### src/rtl/monitor_event_scheduler_if.sv
// Event-source and monitor-facing signal bundle for monitor_event_scheduler.
// The master side drives input-stream events; the slave side is the scheduler.
interface monitor_event_scheduler_if #(
  parameter int DATA_W     = 64,
  parameter int FIFO_DEPTH = 4
);
  localparam int LVL_W = $clog2(FIFO_DEPTH) + 1;

  logic signed [DATA_W-1:0] in0_data;
  logic                     in0_valid;
  logic signed [DATA_W-1:0] in1_data;
  logic                     in1_valid;
  logic signed [DATA_W-1:0] input_0;
  logic                     new_input_0;
  logic signed [DATA_W-1:0] input_1;
  logic                     new_input_1;
  logic                     tick;
  logic                     dropped;
  logic [LVL_W-1:0]         fifo_level;

  modport master (
    output in0_data, in0_valid, in1_data, in1_valid,
    input  input_0, new_input_0, input_1, new_input_1, tick, dropped, fifo_level
  );

  modport slave (
    input  in0_data, in0_valid, in1_data, in1_valid,
    output input_0, new_input_0, input_1, new_input_1, tick, dropped, fifo_level
  );
endinterface

### src/rtl/monitor_event_scheduler.sv
// Queues input-stream events and issues them to the monitor one per slot,
// interleaving a periodic evaluation tick that always wins a tie.
module monitor_event_scheduler #(
  parameter int DATA_W     = 64,
  parameter int FIFO_DEPTH = 4,
  parameter int PERIOD     = 500,
  parameter int MIN_GAP    = 2
) (
  input  logic                     clk,
  input  logic                     rst,
  input  logic                     en,
  monitor_event_scheduler_if.slave bus
);
  localparam int PTR_W = $clog2(FIFO_DEPTH);
  localparam int LVL_W = PTR_W + 1;
  localparam int CNT_W = $clog2(PERIOD);
  localparam int GAP_W = (MIN_GAP > 1) ? $clog2(MIN_GAP) : 1;

  typedef struct packed {
    logic [1:0]        mask;
    logic [DATA_W-1:0] d0;
    logic [DATA_W-1:0] d1;
  } entry_t;

  typedef enum logic [1:0] {IDLE, ISSUE_TICK, ISSUE_EV, GAP} state_t;

  entry_t            mem_q [FIFO_DEPTH];
  entry_t            new_entry;
  entry_t            head;
  logic [PTR_W-1:0]  wr_ptr_q, wr_ptr_d, rd_ptr_q, rd_ptr_d;
  logic [LVL_W-1:0]  level_q, level_d;
  logic [CNT_W-1:0]  cnt_q, cnt_d;
  logic [GAP_W-1:0]  gap_q, gap_d;
  state_t            state_q, state_d;
  logic              tp_q, tp_d;
  logic              dropped_q, dropped_d;
  logic [DATA_W-1:0] in0_q, in0_d, in1_q, in1_d;
  logic              new0_q, new0_d, new1_q, new1_d, tick_q, tick_d;
  logic              push, pop, full, empty, accept, wrap;

  assign push   = en & (bus.in0_valid | bus.in1_valid);
  assign pop    = en & (state_q == ISSUE_EV);
  assign full   = (level_q == LVL_W'(FIFO_DEPTH));
  assign empty  = (level_q == '0);
  // A full FIFO still takes the push when the head leaves on the same edge.
  assign accept = push & (~full | pop);
  assign wrap   = (cnt_q == CNT_W'(PERIOD - 1));
  assign head   = mem_q[rd_ptr_q];

  always_comb begin
    new_entry.mask = {bus.in1_valid, bus.in0_valid};
    new_entry.d0   = bus.in0_valid ? bus.in0_data : '0;
    new_entry.d1   = bus.in1_valid ? bus.in1_data : '0;
  end

  always_comb begin
    wr_ptr_d  = wr_ptr_q;
    rd_ptr_d  = rd_ptr_q;
    level_d   = level_q;
    cnt_d     = cnt_q;
    gap_d     = gap_q;
    state_d   = state_q;
    tp_d      = tp_q;
    dropped_d = dropped_q | (push & full & ~pop);
    in0_d     = in0_q;
    in1_d     = in1_q;
    new0_d    = new0_q;
    new1_d    = new1_q;
    tick_d    = tick_q;
    if (en) begin
      in0_d  = '0;
      in1_d  = '0;
      new0_d = 1'b0;
      new1_d = 1'b0;
      tick_d = 1'b0;
      cnt_d  = wrap ? '0 : cnt_q + CNT_W'(1);
      if (accept) wr_ptr_d = wr_ptr_q + PTR_W'(1);
      if (pop)    rd_ptr_d = rd_ptr_q + PTR_W'(1);
      case ({accept, pop})
        2'b10:   level_d = level_q + LVL_W'(1);
        2'b01:   level_d = level_q - LVL_W'(1);
        default: level_d = level_q;
      endcase
      // A wrap on the very edge that issues the tick re-arms it.
      tp_d = wrap | (tp_q & (state_q != ISSUE_TICK));
      case (state_q)
        IDLE: begin
          if (tp_q)        state_d = ISSUE_TICK;
          else if (!empty) state_d = ISSUE_EV;
        end
        ISSUE_TICK: begin
          tick_d  = 1'b1;
          gap_d   = '0;
          state_d = (MIN_GAP > 1) ? GAP : IDLE;
        end
        ISSUE_EV: begin
          new0_d  = head.mask[0];
          new1_d  = head.mask[1];
          in0_d   = head.d0;
          in1_d   = head.d1;
          gap_d   = '0;
          state_d = (MIN_GAP > 1) ? GAP : IDLE;
        end
        GAP: begin
          if (gap_q == GAP_W'(MIN_GAP - 2)) state_d = IDLE;
          else                              gap_d   = gap_q + GAP_W'(1);
        end
        default: state_d = IDLE;
      endcase
    end
  end

  always_ff @(posedge clk) begin
    if (rst) begin
      wr_ptr_q  <= '0;
      rd_ptr_q  <= '0;
      level_q   <= '0;
      cnt_q     <= '0;
      gap_q     <= '0;
      state_q   <= IDLE;
      tp_q      <= 1'b0;
      dropped_q <= 1'b0;
      in0_q     <= '0;
      in1_q     <= '0;
      new0_q    <= 1'b0;
      new1_q    <= 1'b0;
      tick_q    <= 1'b0;
    end else begin
      wr_ptr_q  <= wr_ptr_d;
      rd_ptr_q  <= rd_ptr_d;
      level_q   <= level_d;
      cnt_q     <= cnt_d;
      gap_q     <= gap_d;
      state_q   <= state_d;
      tp_q      <= tp_d;
      dropped_q <= dropped_d;
      in0_q     <= in0_d;
      in1_q     <= in1_d;
      new0_q    <= new0_d;
      new1_q    <= new1_d;
      tick_q    <= tick_d;
    end
  end

  always_ff @(posedge clk) begin
    if (accept) mem_q[wr_ptr_q] <= new_entry;
  end

  assign bus.input_0     = in0_q;
  assign bus.input_1     = in1_q;
  assign bus.new_input_0 = new0_q & en;
  assign bus.new_input_1 = new1_q & en;
  assign bus.tick        = tick_q & en;
  assign bus.dropped     = dropped_q;
  assign bus.fifo_level  = level_q;
endmodule

### src/flat_wrapper.sv
// flat-port wrapper written by rule: the top's interface ports become plain ports
module monitor_event_scheduler_flat 
#(
  parameter int DATA_W     = 64,
  parameter int FIFO_DEPTH = 4,
  parameter int PERIOD     = 500,
  parameter int MIN_GAP    = 2
)
  (clk, rst, en, bus_in0_data, bus_in0_valid, bus_in1_data, bus_in1_valid, bus_input_0, bus_new_input_0, bus_input_1, bus_new_input_1, bus_tick, bus_dropped, bus_fifo_level);
  monitor_event_scheduler_if #(.DATA_W(DATA_W), .FIFO_DEPTH(FIFO_DEPTH)) bus_i ();
  input  logic clk;
  input  logic rst;
  input  logic en;
  input wire logic [$bits(bus_i.in0_data)-1:0] bus_in0_data;
  input wire logic [$bits(bus_i.in0_valid)-1:0] bus_in0_valid;
  input wire logic [$bits(bus_i.in1_data)-1:0] bus_in1_data;
  input wire logic [$bits(bus_i.in1_valid)-1:0] bus_in1_valid;
  output wire logic [$bits(bus_i.input_0)-1:0] bus_input_0;
  output wire logic [$bits(bus_i.new_input_0)-1:0] bus_new_input_0;
  output wire logic [$bits(bus_i.input_1)-1:0] bus_input_1;
  output wire logic [$bits(bus_i.new_input_1)-1:0] bus_new_input_1;
  output wire logic [$bits(bus_i.tick)-1:0] bus_tick;
  output wire logic [$bits(bus_i.dropped)-1:0] bus_dropped;
  output wire logic [$bits(bus_i.fifo_level)-1:0] bus_fifo_level;
  assign bus_i.in0_data = bus_in0_data;
  assign bus_i.in0_valid = bus_in0_valid;
  assign bus_i.in1_data = bus_in1_data;
  assign bus_i.in1_valid = bus_in1_valid;
  assign bus_input_0 = bus_i.input_0;
  assign bus_new_input_0 = bus_i.new_input_0;
  assign bus_input_1 = bus_i.input_1;
  assign bus_new_input_1 = bus_i.new_input_1;
  assign bus_tick = bus_i.tick;
  assign bus_dropped = bus_i.dropped;
  assign bus_fifo_level = bus_i.fifo_level;
  monitor_event_scheduler #(.DATA_W(DATA_W), .FIFO_DEPTH(FIFO_DEPTH), .PERIOD(PERIOD), .MIN_GAP(MIN_GAP)) u_core (.clk(clk), .rst(rst), .en(en), .bus(bus_i));
endmodule
### config.mk
export PLATFORM = sky130hd
export DESIGN_NAME = monitor_event_scheduler_flat
export DESIGN_NICKNAME = d
export VERILOG_FILES = /design/src/rtl/monitor_event_scheduler_if.sv /design/src/rtl/monitor_event_scheduler.sv /design/src/flat_wrapper.sv
export SDC_FILE = /design/constraint.sdc
export NUM_CORES = 1
export LEC_CHECK = 0
export BUFFER_PORTS_ARGS = -buffer_cell sky130_fd_sc_hd__buf_2
export CAP_MARGIN = 20
export CORE_MARGIN = 2
export CORE_UTILIZATION = 58
export DETAILED_ROUTE_END_ITERATION = 8
export PLACE_DENSITY_LB_ADDON = 0.05
export SETUP_SLACK_MARGIN = 0.15
export SYNTH_ARGS = -nofsm -noshare
export SYNTH_HDL_FRONTEND = slang
export SYNTH_SLANG_ARGS = --single-unit
### constraint.sdc
create_clock -name clk -period 8.5 [get_ports clk]
set_clock_uncertainty 0.15 [all_clocks]
set_input_delay 2.55 -clock clk [delete_from_list [all_inputs] [get_ports clk]]
set_output_delay 2.55 -clock clk [all_outputs]
set_load 0.03 [all_outputs]
### Yosys cells after proc, flatten, opt, wreduce, memory -nomap -nowiden

Memories as Yosys holds them, arrays and structs flattened. A register that Yosys moved wholly into a read port is not among the register bits.
Index checks and enable logic that the tools add are counted.

* add/sub/neg operators: 6
* equal/unequal tests: 10
* multiplexer cells: 19
* bitwise gates (word level): 15
* reductions and logical operators: 10

Operators with widths (number)
* 64-bit two-way mux: 4
* 2-bit two-way mux: 5
* 9-bit by 1-bit adder with 9-bit output, second input constant: 1
* 1-bit bitwise AND: 9
* 9-bit equality test, second input constant: 1
* 9-bit two-way mux: 1
* 2-bit AND reduction: 4
* 2-bit equality test, second input constant: 3
* 1-bit two-way mux: 6
* 2-bit case mux with 3 select lines: 1
* 3-bit case mux with 2 select lines: 1
* 2-bit by 1-bit adder with 2-bit output, second input constant: 2
* 2-bit by 1-bit equality test with 1-bit output, second input constant: 2
* 1-bit bitwise OR: 4
* 2-bit nonzero test: 2
* 3-bit by 1-bit adder with 3-bit output, second input constant: 1
* 3-bit equality test, second input constant: 1
* 3-bit zero test: 1
* 3-bit by 2-bit inequality test with 1-bit output, second input constant: 1
* 3-bit AND reduction: 1
* 3-bit by 1-bit subtractor with 3-bit output, second input constant: 1
* 2-bit zero test: 1
* 2-bit by 1-bit inequality test with 1-bit output, second input constant: 1
* 2-bit inequality test, second input constant: 1
* other kinds (4): 5

* flip-flop bits (word level): 152
* memory bits (writable): 520
* bits of input ports: 133
* output and inout bits: 135
* memories: 1

Memories
* u_core.mem_q: words 4, bits a word 130, rd ports 1, clocked after Yosys merged registers in 1, write ports 1, line monitor_event_scheduler.sv:27 `entry_t mem_q [FIFO_DEPTH];`

### Depth between registers and ports, before layout

Gate-level depths: netlist of the first run.

* depth in word-level cells: 7
* gate-level depth with buffers: 8

### Worst setup path after synthesis of the first run

OpenSTA, ideal clock, no wires.

* path kind: input port to flip-flop
* start point: in en
* end point: mem u_core.mem_q[0][0] (netlist bit) (enable)
* library setup time: 505 ps
* arrival: 6154 ps
* required time: 7845 ps
* path slack: 1691 ps
* stages: 4
* buffers on the path: 1
* cell sequence: buf_2 -> o21ai_0 -> a21oi_1 -> and2_1

* cells in the longest elaborated chain, start to end: 5

Ends and longest elaborated chain
* start: declaration: line flat_wrapper.sv:13 `input logic en;`
* 1-bit bitwise AND: line monitor_event_scheduler.sv:42 `assign pop = en & (state_q == ISSUE_EV);`
* 1-bit bitwise OR: line monitor_event_scheduler.sv:46 `assign accept = push & (~full | pop);`
* 1-bit bitwise AND (*): line monitor_event_scheduler.sv:46
* 1-bit two-way mux (*): line monitor_event_scheduler.sv:146 `if (accept) mem_q[wr_ptr_q] <= new_entry;`
* 1-bit two-way mux (not written as such) (*): line monitor_event_scheduler.sv:146
* end: declaration: line monitor_event_scheduler.sv:27

Mark *: on every way between the ends. The rest lies on a longest branch, timed or not.

### Worst setup path after layout of the first run

* start point: in en
* end point: out bus_new_input_0

* cells in the longest elaborated chain, start to end: 1

Ends and longest elaborated chain
* 1-bit bitwise AND: line monitor_event_scheduler.sv:151 `assign bus.new_input_0 = new0_q & en;`
* end: declaration: line flat_wrapper.sv:19 `output wire logic [$bits(bus_i.new_input_0)-1:0] bus_new_input_0;`

Every way passes these cells.

==> flow_summary.toml, run 1 <==
[min_path]
hp-class = "flip-flop to flip-flop"

[drt]
ant_nets = 0
post_drt_wl_per_cell_um = 23.2
drcViolationCount = 0
via_per_inst = 5.88
dr.pass1.iters = 5
vias = 12489
drt_iter0_drc = 817
totalWireLength_um = 49300

[yosys]
synth_compound_area_share_pct = 5.21
yosysUniqueCellTypes = 41
synth_fa_ha_area_share_pct = 0.537
syn-cell-area_um2 = 24700
avgSynthCellArea_um2 = 19.7
synth_fp_nets = 1398
yosys.area_share.xor_xnor_pct = 0.213
synth_top_family_by_area = "multiplexers"
synth_mux_area_share_pct = 12.2
synth_warnings = 0
synth.area.top_cells = "edfxtp_1 (63%), dfxtp_1 (12%), mux4_2 (12%)"
synth.top_cell.area_share_pct = 63.2
async_flop_share_pct = 0
ys_seq_area_share_pct = 75.6
yosys.area.top_type = "edfxtp_1"
synth-main-ff-cell = "edfxtp_1"
synthCells = 1255
ys_ff_latch = 673
synth-simple-area-share_pct = 4.55
synth_edf_count = 520

[timing]
worst_slew_pin_slew_ps = 1030
finalSetupTns_ps = 0
setup_viol = 0
slew_headroom_pct = 31.5
finalHoldViolCount = 0
drv_slew = 0
period_share_pct = 72.0
layout_setup_ws_ps = 2380
final.min_clock_period_ps = 6120
whs_ps = 317
fmax_mhz = 163
grt_setup_unrepaired = "false"

[floorplanning]
fp.coreArea_um2 = 42000
row_count = 75
die-area_um2 = 44300
num_io_pins = 268
die_h_um = 210
start_util_pct = 58.8
die_w_um = 210

[grt]
gr-total-overflow = 0
grt_usage_pct = 22.5
grt_pass1_vias = 12764
grt_max_degree = 100
grt_pass1_wl_um = 74200
grt_antenna_before_repair = 6

[power]
cellPowerDensity_nw_per_um2 = 256
fin_total_pwr_mw = 7.34
total_leakage_power_nw = 10.2
peakVddDrop_uv = 179

[setup_path]
cp-start-kind = "input port"
rrSetupSlack_ps = 5090
cp.arrival_ps = 3420
crit_type = "input port to output port"
worstPathRequired_ps = 5800
end_kind = "output port"
critPathMaxFanout = 20

[run_status]
status = "finished, final reports clean"

[final_layout]
diodes = 0
final_common_cell = "edfxtp_1"
syn_to_final_growth_pct = 16.1
drive_gt1_share_pct = 32.9
final_nets = 1673
finish.utilization_pct = 68.2
final_cell_mix = "edfxtp_1 (520), buf_2 (267), dfxtp_1 (151)"

[clock_tree]
post-cts-setup-buffers = 0
cts_resized = 0
cts_sinks = 673
clk_pin_slew_ps = 60
cts_tree = "yes"
numCtsBuffers = 68
cts_root_buf = "clkbuf_16"
clock_latency_ps = 580
clock_path_buffers = 3
hold_buffers = 0
htreeDepth = 3

[placement]
dp_hpwl_um = 27800
preCtsSetupSlack_ps = 2390
gp_congestion = 0.741
placement.io_buffers = 267

[job]
drv_cap = 0
where the power goes:
part           switching [mW]  leakage (nW)  internal [mW]  total, mW
sequential             0.0706          6.07           3.72       3.79
clock                    1.18          1.05           1.68       2.87
combinational           0.389          3.09          0.296      0.685
cell type report:
| class | instances | area (µm²) |
|---|---|---|
| repair buffers | 283 | 1520 |
| clock inverters | 24 | 169 |
| flip-flops and latches | 673 | 18700 |
| clock buffers | 100 | 1990 |
| inverters | 8 | 30.0 |
| multi-input cells | 496 | 5630 |
| fillers | 2785 | 13300 |
| well taps | 539 | 674 |
layer usage:
layer	share of wire (%)	up-vias	routed length, µm	GRT usage [%]
li1	-	5577	-	-
met1	42	6453	20700	29.6
met2	49	355	24200	37.5
met3	6.1	92	3030	5.71
met4	2.5	12	1230	6.70
met5	0.14	-	71	0
cell usage after synthesis (2+ instances only):
master,instances
buf_6,11
xor2_1,5
mux4_2,130
clkbuf_2,2
ha_1,9
mux2_2,5
buf_2,17
nand4_1,4
nor2b_1,2
nand2_1,11
inv_1,8
a21oi_1,8
or3_1,2
buf_1,14
a22o_1,130
mux2i_1,2
nand2b_1,4
edfxtp_1,520
o21ai_0,5
and2_1,135
nor3b_1,3
nand3_1,2
dfxtp_1,153
nor2_1,21
or4_1,4
clkbuf_1,33
stage by stage:
| step | cells | area [µm²] |
|---|---|---|
| floorplan | 1255 | 24700 |
| global placement | 1999 | 26500 |
| detailed placement | 1999 | 26500 |
| CTS | 2123 | 28700 |
| global route | 2123 | 28700 |
| finish | 2123 | 28700 |
kinds of logic (layout without fill, tap and decap cells):
kind of cell    count (synthesis)  in the layout
buf+inv                        86            415
fa+ha+maj                      10             10
xor+xnor                        6              6
compound gates                152            152
mux                           137            137
simple gates                  191            191
flops                         673            673
sequential cells by signal, indices dropped and copies added (netlist names), 2 cells and up, named ones only:
register and cells:
u_core.bus.input_0 64, u_core.wr_ptr_q 2, u_core.bus.input_1 64, u_core.cnt_q 9
u_core.bus.fifo_level 3, u_core.mem_q 520, u_core.state_q 2, u_core.rd_ptr_q 2
final timing paths:
path                                        from                        endpoint  depth (start not counted)
hold / removal        u_core.tick_q$_SDFFE_PP0P_      u_core.tick_q$_SDFFE_PP0P_                          2
setup / recovery                              en                 bus_new_input_0                          3
hold reg to reg       u_core.tick_q$_SDFFE_PP0P_      u_core.tick_q$_SDFFE_PP0P_                          2
setup reg to reg  u_core.state_q[0]$_SDFFE_PP0P_  u_core.mem_q[3][117]$_DFFE_PP_                          6
critical path: stages:
cell,delay [ps]
buf_2,350
and2_1,280
buf_2,230
Note: power is estimated with default switching activity, not from simulation.
==> run 2, diff against run 1 <==
clock period = 5.75 ns   (was 8.5 ns; I/O delays follow)
==> flow_summary.toml, run 2 (synthesis gave the netlist of run 1 again) <==
[setup_path]
r2r-end = "u_core.mem_q[1][100]$_DFFE_PP_"
critPathMaxFanout = 20
max_stage_delay_ps = 400
r2r_start = "u_core.state_q[0]$_SDFFE_PP0P_"
worstPathRequired_ps = 3880
crit_type = "input port to output port"
end_kind = "output port"
reg2reg_depth = 6
cpMostUsedCell = "buf_2"
cp-start-kind = "input port"
rrSetupSlack_ps = 2670
cp.arrival_ps = 2530
path_cells = "buf_2, and2_1, buf_2"
slowest_stage = "buf_2"

[placement]
preCtsSetupSlack_ps = 1150
dp_hpwl_um = 28500
dp_cells = 2006
gp_congestion = 0.778
placement.io_buffers = 267

[final_layout]
fin_cells = 2137
drive_gt1_share_pct = 33.2
seq_area_um2 = 18700
largest_register_ffs = 520
final_cell_mix = "edfxtp_1 (520), buf_2 (267), dfxtp_1 (151)"
fill_cells = 2819
final_nets = 1681
regMostFlops = "u_core.mem_q"
syn_to_final_growth_pct = 17.2
final_common_cell = "edfxtp_1"
multiInputGateArea_um2 = 5630

[timing]
period_share_pct = 76.6
finalSetupTns_ps = 0
drv_slew = 0
worst_slew_pin_slew_ps = 998
slew_headroom_pct = 33.5
final.min_clock_period_ps = 4410
layout_setup_ws_ps = 1340
fmax_mhz = 227
finalHoldViolCount = 0
setup_viol = 0
grt_setup_unrepaired = "false"

[floorplanning]
fp.coreArea_um2 = 42000
row_count = 75
num_io_pins = 268
die_h_um = 210
start_util_pct = 58.8
die-area_um2 = 44300
die_w_um = 210

[min_path]
whs_path_depth = 1
min_to = "u_core.bus.input_1[52]$_SDFFE_PP0P_"
hp-class = "flip-flop to flip-flop"
holdCritStartpoint = "u_core.bus.input_1[52]$_SDFFE_PP0P_"

[drt]
post_drt_wl_per_cell_um = 23.0
ant_nets = 0
totalWireLength_um = 49100
dr.pass1.iters = 6
via_per_inst = 5.80
drt_iter0_drc = 666
drcViolationCount = 0
vias = 12384

[grt]
grt_usage_pct = 22.7
grt_antenna_before_repair = 15
grt_pass1_vias = 12878
gr-total-overflow = 0
grt_pass1_wl_um = 74600
grt_max_degree = 115

[run_status]
status = "finished, final reports clean"

[clock_tree]
htreeDepth = 3
post-cts-setup-buffers = 0
cts_resized = 0
clock_path_buffers = 3
clock_latency_ps = 580
hold_buffers = 0
numCtsBuffers = 69
cts_root_buf = "clkbuf_16"
cts_tree = "yes"
clk_pin_slew_ps = 50
cts_sinks = 673

[job]
drv_cap = 0

[power]
cellPowerDensity_nw_per_um2 = 382
total_leakage_power_nw = 10.3
peakVddDrop_uv = 271
[run 2: changes by cell type in the layout (fill, tap and decap cells not counted)]
cell and change:
buf_12 +6, buf_4 +1, bufinv_16 +5, clkbuf_1 +4, clkbuf_8 +1, clkinv_1 -4
clkinv_2 -3, clkinvlp_4 -2, diode_2 +7, inv_8 -1
[run 2: cell type report]
type / instances / share of cell area [%]
antenna: 7 / 0.0605
multi-input combinational: 496 / 19.4
tap: 539 / 2.33
sequential: 673 / 64.5
inverter: 8 / 0.104
timing repair buffer: 290 / 5.69
clock inverter: 19 / 0.907
clock buffer: 105 / 6.96
[run 2: how the worst max path moves through the flow]
stage	start	to	slack (ps)
2_1_floorplan	en	u_core.mem_q[0][0]$_DFFE_PP_	1200
3_3_place_gp	en	u_core.mem_q[1][102]$_DFFE_PP_	1230
3_5_place_dp	en	u_core.mem_q[1][104]$_DFFE_PP_	1150
4_1_cts	en	bus_new_input_1	1330
5_1_grt	en	bus_new_input_1	1270
6_report	en	bus_new_input_1	1340
[run 2: metrics by stage]
stage	area [µm²]	hold slack [ps]	util (%)	power (mW)
4_1_cts	28900	323	68.8	11.2
3_5_place_dp	26700	310	63.4	6.74
2_1_floorplan	24700	291	-	6.44
5_1_grt	28900	338	68.9	11.4
3_3_place_gp	26700	306	63.4	6.72
6_report	29000	319	68.9	11.1
[run 2: metal layers]
metal / part of all wire, % / vias to the layer above / track usage (%)
met1: 41 / 6348 / 29.2
li1: - / 5605 / -
met4: 2.5 / 12 / 6.82
met2: 49 / 328 / 37.6
met5: 0.15 / - / 0
met3: 6.6 / 91 / 6.87
[run 2: report_power, final]
part / internal [mW] / leakage [nW] / switching, mW
Clock: 2.73 / 1.11 / 1.72
Combinational: 0.447 / 3.14 / 0.577
Sequential: 5.50 / 6.07 / 0.0957
[run 2: worst max-delay path: cells and delay by family]
kind          cells  cell delay, ps
buf+inv           2             590
simple gates      1             200
